===== config.mk =====
export PLATFORM = sky130hd
export DESIGN_NAME = spatial_filter_conv3x3
export DESIGN_NICKNAME = d
export VERILOG_FILES = /design/src/rtl/spatial_filter_pkg.sv /design/src/rtl/conv3x3_mac_pipe.sv /design/src/rtl/spatial_filter_conv3x3.sv
export SDC_FILE = /design/constraint.sdc
export NUM_CORES = 2
export LEC_CHECK = 0
export ABC_AREA = 1
export BUFFER_PORTS_ARGS = -buffer_cell sky130_fd_sc_hd__buf_2
export CAP_MARGIN = 30
export CELL_PAD_IN_SITES_DETAIL_PLACEMENT = 1
export CELL_PAD_IN_SITES_GLOBAL_PLACEMENT = 1
export CORE_ASPECT_RATIO = 0.8
export CORE_MARGIN = 2
export CORE_UTILIZATION = 45
export CTS_CLUSTER_DIAMETER = 60
export DETAILED_ROUTE_END_ITERATION = 12
export GPL_TIMING_DRIVEN = 0
export PLACE_DENSITY = 0.87
export RECOVER_POWER = 100
export REMOVE_ABC_BUFFERS = 1
export SYNTH_ARGS = -nofsm -noshare
export SYNTH_HDL_FRONTEND = slang
export SYNTH_SLANG_ARGS = --single-unit

===== constraint.sdc =====
create_clock -name clk -period 11.1 [get_ports clk]
set_input_delay 1.11 -clock clk [delete_from_list [all_inputs] [get_ports clk]]
set_output_delay 1.11 -clock clk [all_outputs]
set_load 0.01 [all_outputs]

===== src/rtl/spatial_filter_pkg.sv =====
// spatial_filter_pkg: shared widths, identity kernel and line-state encoding for the 3x3 convolver
package spatial_filter_pkg;
    localparam int PIX_W   = 8;
    localparam int COEF_W  = 8;
    localparam int SHIFT_W = 4;
    localparam int WIN_N   = 9;
    localparam int ACC_W   = 21;
    localparam logic [WIN_N*COEF_W-1:0] IDENTITY_KERNEL = 72'h000000000100000000;
    typedef enum logic {IDLE_LINE = 1'b0, IN_LINE = 1'b1} line_state_t;
endpackage


===== src/rtl/conv3x3_mac_pipe.sv =====
// conv3x3_mac_pipe: multiply, sum and shift/clamp a 3x3 window in three registered stages
module conv3x3_mac_pipe
    import spatial_filter_pkg::*;
#(
    parameter int PIXEL_WIDTH = PIX_W,
    parameter int COEF_WIDTH  = COEF_W,
    parameter int SHIFT_WIDTH = SHIFT_W
) (
    input  logic                         clk,
    input  logic                         reset,
    input  logic [WIN_N*PIXEL_WIDTH-1:0] win,
    input  logic                         win_valid,
    input  logic [WIN_N*COEF_WIDTH-1:0]  kernel,
    input  logic [SHIFT_WIDTH-1:0]       shift,
    output logic [PIXEL_WIDTH-1:0]       pixel,
    output logic                         pixel_valid
);
    localparam int PROD_WIDTH = PIXEL_WIDTH + COEF_WIDTH + 1;
    localparam int ACC_WIDTH  = ACC_W + PIXEL_WIDTH + COEF_WIDTH - PIX_W - COEF_W;
    localparam logic signed [ACC_WIDTH-1:0] PIX_MAX = ACC_WIDTH'((1 << PIXEL_WIDTH) - 1);

    logic signed [PROD_WIDTH-1:0] prod [WIN_N];
    logic signed [PROD_WIDTH-1:0] prod_q [WIN_N];
    logic signed [ACC_WIDTH-1:0]  sum, sum_q, shifted;
    logic [SHIFT_WIDTH-1:0]       shift_q1, shift_q2;
    logic                         valid_q1, valid_q2;
    logic [PIXEL_WIDTH-1:0]       pixel_next;

    for (genvar i = 0; i < WIN_N; i++) begin : g_mul
        assign prod[i] = PROD_WIDTH'($signed({1'b0, win[i*PIXEL_WIDTH +: PIXEL_WIDTH]}))
                       * PROD_WIDTH'($signed(kernel[i*COEF_WIDTH +: COEF_WIDTH]));
    end

    // sum the nine registered products and normalise/clamp the registered sum
    always_comb begin
        sum = '0;
        for (int i = 0; i < WIN_N; i++) sum = sum + ACC_WIDTH'(prod_q[i]);
        shifted = sum_q >>> shift_q2;
        pixel_next = (shifted < 0) ? '0 : (shifted > PIX_MAX) ? '1 : shifted[PIXEL_WIDTH-1:0];
    end

    // three pipeline stages; shift amount travels with its window so a kernel swap never splits one
    always_ff @(posedge clk or posedge reset) begin
        if (reset) begin
            prod_q      <= '{default: '0};
            sum_q       <= '0;
            shift_q1    <= '0;
            shift_q2    <= '0;
            valid_q1    <= 1'b0;
            valid_q2    <= 1'b0;
            pixel       <= '0;
            pixel_valid <= 1'b0;
        end else begin
            prod_q      <= prod;
            shift_q1    <= shift;
            valid_q1    <= win_valid;
            sum_q       <= sum;
            shift_q2    <= shift_q1;
            valid_q2    <= valid_q1;
            pixel_valid <= valid_q2;
            if (valid_q2) pixel <= pixel_next;
        end
    end
endmodule


===== src/rtl/spatial_filter_conv3x3.sv =====
// spatial_filter_conv3x3: programmable 3x3 convolver with line-synchronous kernel updates
module spatial_filter_conv3x3
    import spatial_filter_pkg::*;
#(
    parameter int IMAGE_WIDTH = 512,
    parameter int PIXEL_WIDTH = PIX_W,
    parameter int COEF_WIDTH  = COEF_W,
    parameter int SHIFT_WIDTH = SHIFT_W
) (
    input  logic                         clk,
    input  logic                         reset,
    input  logic [WIN_N*PIXEL_WIDTH-1:0] i_pixel_data,
    input  logic                         i_pixel_data_valid,
    input  logic [WIN_N*COEF_WIDTH-1:0]  i_kernel,
    input  logic [SHIFT_WIDTH-1:0]       i_shift,
    input  logic                         i_kernel_load,
    output logic [PIXEL_WIDTH-1:0]       o_pixel_data,
    output logic                         o_pixel_data_valid,
    output logic                         o_line_done,
    output logic                         o_kernel_pending
);
    localparam int CNT_W = (IMAGE_WIDTH > 1) ? $clog2(IMAGE_WIDTH) : 1;
    localparam int K_W   = WIN_N * COEF_WIDTH;
    localparam logic [K_W-1:0] ID_K = {{(WIN_N/2*COEF_WIDTH){1'b0}}, COEF_WIDTH'(1), {(WIN_N/2*COEF_WIDTH){1'b0}}};

    logic [K_W-1:0]         active_k, shadow_k;
    logic [SHIFT_WIDTH-1:0] active_sh, shadow_sh;
    logic [CNT_W-1:0]       out_cnt;
    line_state_t            state;

    assign o_line_done = o_pixel_data_valid && (out_cnt == CNT_W'(IMAGE_WIDTH - 1));

    conv3x3_mac_pipe #(
        .PIXEL_WIDTH(PIXEL_WIDTH),
        .COEF_WIDTH (COEF_WIDTH),
        .SHIFT_WIDTH(SHIFT_WIDTH)
    ) u_mac (
        .clk        (clk),
        .reset      (reset),
        .win        (i_pixel_data),
        .win_valid  (i_pixel_data_valid),
        .kernel     (active_k),
        .shift      (active_sh),
        .pixel      (o_pixel_data),
        .pixel_valid(o_pixel_data_valid)
    );

    // count output pixels within the line, wrapping on the last one
    always_ff @(posedge clk or posedge reset) begin
        if (reset) out_cnt <= '0;
        else if (o_pixel_data_valid) out_cnt <= o_line_done ? '0 : out_cnt + 1'b1;
    end

    // loads apply at once between lines; inside a line they wait in the shadow until line end
    always_ff @(posedge clk or posedge reset) begin
        if (reset) begin
            state            <= IDLE_LINE;
            active_k         <= ID_K;
            active_sh        <= '0;
            shadow_k         <= '0;
            shadow_sh        <= '0;
            o_kernel_pending <= 1'b0;
        end else if (state == IDLE_LINE || o_line_done) begin
            if (i_kernel_load) begin
                active_k  <= i_kernel;
                active_sh <= i_shift;
            end else if (o_kernel_pending) begin
                active_k  <= shadow_k;
                active_sh <= shadow_sh;
            end
            o_kernel_pending <= 1'b0;
            state            <= i_pixel_data_valid ? IN_LINE : IDLE_LINE;
        end else if (i_kernel_load) begin
            shadow_k         <= i_kernel;
            shadow_sh        <= i_shift;
            o_kernel_pending <= 1'b1;
        end
    end
endmodule


==> impl_results.md <==
- Outcome: finished with violations
- Violated checks: capacitance limit, slew limit
- Die X-Extent: ~330 um
- Setup Viol. Count Final: 0
- Synthesized flop and latch total: 356
- Number of I/O port buffers: 162
- Sequential element share of the synthesized area: a little under a quarter
- RSZ-0062 raised after global routing: no
- Commonest non-fill, non-tap cell in the layout: nand2_1
- Max cap viols: 8
- Global-route wire length before repair: roughly 190,000 um
- Reg-to-reg slack, setup: about 4.3 ns
- Total wire length: approximately 120,000 um
- Post-Syn Area per Cell: between 8 and 9 sq um
- Post-route minimum period: about 8.4 ns
- Hold Vio Cnt, Final: 0
- All-Layer GR Usage: around 28%
- Largest net degree at the start of global routing: 125
- Die area: about 85,000 sq um
- Routed len/inst: approximately 22 um
- Clk_skew: ~0.035 ns
- Mapped cell area: around 37,000 sq um
- Max Clk Rate: between 0.1 and 0.15 GHz
- Postcts setup bufs: 0
- Worst endpoint data arrival time: roughly 9.0 ns
- Cells after DPL: ~5.4k
- Final ANT Viol Nets: 0
- Starting Density: 45.3%
- Top-level I/O count: ~160
- DP HPWL: approximately 86,000 um
- Critical path's largest stage delay: about 2.2 ns
- Inserted Clock Buffers: between 40 and 50
- Critical Path RT: about 12 ns
- Crit-path max FO: 42
- First-pass DRT Iterations: 5
- Vias post-DR: approximately 30k
- Final cell count without fillers: around 5.5k
- CTS Buffer Depth: 3
- Number of flops mapped to enable cells by yosys: 0
- RePlAce Congestion: 0.878
- Final period util: 76.1%
- Post-synth ARST share: between 90% and 100%
- Commonest cells after routing, fill and taps aside: nand2_1, inv_1, fa_1
- Syn-to-layout area delta: 8.54%
- Hold Buf Count CTS: 0
- Yosys warns: 0
- Crit end category: flip-flop
- Critical path class: in -> reg
- Num rows: 94
- Top FF cell, synth: dfrtp_1
- Post-Syn Instances: 4,317
- Hold Path Class: reg -> reg
- Cells along the critical path: clkbuf_1 -> clkbuf_1 -> inv_4 -> clkbuf_1 -> a21oi_1 -> buf_12 -> buf_12 -> buf_12 -> nor2_1 -> a31oi_1
- Initial antenna violation count: 16
- Final #Nets: around 5.4k
- CTS sink cnt: ~360
- Die outline height: roughly 260 um
- Initial DRC count: 2,071
- H-tree depth: 2
- Number of global-route vias before repair: 34.3k
- Slowest stage cell on the critical path: a21oi_1
- Clock slew seen by the registers of the worst setup and hold paths: about 0.060 ns
- Share of cells above drive strength 1: approximately 8%
- TritonCTS clock tree: yes
- Clock root cell: clkbuf_16
- Cts repair resizes: 0
- Netlist cell types: between 40 and 50
- Slew HR: -259%
- CP top delay family: buffers and inverters
- Slew Limit Fails: roughly 360
- Startpoint Class: primary input
- Residual DRC: 0
- Core area: 82,100 sq um
- GRT overflow: 0
- Crit path buf inv count: 7
- Clock Latency Late Sink: ~0.62 ns
- Vias per cell: roughly 5.5
- Least-Margin Pin Slew: roughly 5.4 ns
[per-layer routing]
metal | global-route usage, % | vias up | share of wire, %
met5 | 0 | - | 0.067
met4 | 13.7 | 16 | 5.3
met3 | 4.70 | 435 | 5.8
met2 | 48.3 | 1106 | 49
met1 | 34.1 | 15300 | 40
li1 | - | 13100 | -
[state kept, by name (all words and copies together), names as in the netlist]
register / cells
u_mac.valid_q1: 1
u_mac.sum_q: 21
shadow_sh: 4
out_cnt: 9
o_kernel_pending: 1
u_mac.shift_q1: 4
u_mac.pixel_valid: 1
u_mac.prod_q: 153
state: 1
active_sh: 4
u_mac.pixel: 8
shadow_k: 72
active_k: 72
u_mac.valid_q2: 1
u_mac.shift_q2: 4
[final timing paths]
kind                                              from                          end  cells past startpoint
min in group asynchronous                        reset   u_mac.prod_q[78]$_DFF_PP0_                      2
setup / recovery                         i_kernel_load     active_k[17]$_DFFE_PP0P_                     10
setup reg to reg           u_mac.prod_q[103]$_DFF_PP0_    u_mac.sum_q[18]$_DFF_PP0_                     21
hold / removal             u_mac.shift_q1[0]$_DFF_PP0_  u_mac.shift_q2[0]$_DFF_PP0_                      0
hold reg to reg            u_mac.shift_q1[0]$_DFF_PP0_  u_mac.shift_q2[0]$_DFF_PP0_                      0
max in group asynchronous                        reset     shadow_k[28]$_DFFE_PP0P_                      3
[kinds of logic (layout without fill, tap and decap cells)]
| logic type | count (synthesis) | after routing | share of synthesized area, % |
|---|---|---|---|
| multiplexers | 76 | 76 | 2.30 |
| flip-flops | 356 | 356 | 24.0 |
| other | 0 | 8 | 0 |
| AO/OA/AOI/OAI | 363 | 363 | 5.49 |
| AND/OR/NAND/NOR | 1359 | 1359 | 14.7 |
| XOR/XNOR | 145 | 145 | 3.41 |
| buffers and inverters | 1146 | 1215 | 11.8 |
| adder cells (fa/ha/maj) | 872 | 872 | 38.3 |
[cell type report]
cell class                 count  area [sq um]
timing repair buffer         173           945
inverter                     957          3600
antenna                        8          20.0
fill                        9665         41700
multi-input combinational   2815         23900
clock buffer                  59          1320
tap                         1104          1380
clock inverter                26           328
sequential                   356          8910
[per-stage QoR]
step                area (sq um)  util (%)  hold WS (ns)  setup TNS, ns  worst slack (ns)
detailed placement         38900      47.3         0.336              0              4.73
global placement           38600      47.0         0.333       -1402.70             -4.01
floorplan                  36400         -         0.331              0             0.115
CTS                        40500      49.4         0.348              0              4.60
finish                     40400      49.2         0.348              0              2.65
global route               40400      49.2         0.359              0              2.22
[cell usage after synthesis, types with 12 or more instances]
library cell	number	area, sq um
or2_2	51	319
mux2_2	76	856
xor2_1	90	788
a31oi_1	78	488
o21ai_0	92	460
dfrtp_1	355	8880
a21oi_1	145	726
nor2_1	191	717
nand4_1	21	131
xnor2_1	55	482
nand3_1	99	495
ha_1	428	5360
buf_2	27	135
a21o_1	12	90.1
inv_1	949	3560
fa_1	444	8890
clkbuf_1	151	567
nor3_1	23	115
nand2_1	961	3610
Power is left out: the tool's default activity adds up to more than one toggle a clock period on the data nets, which glitch-free logic cannot reach.
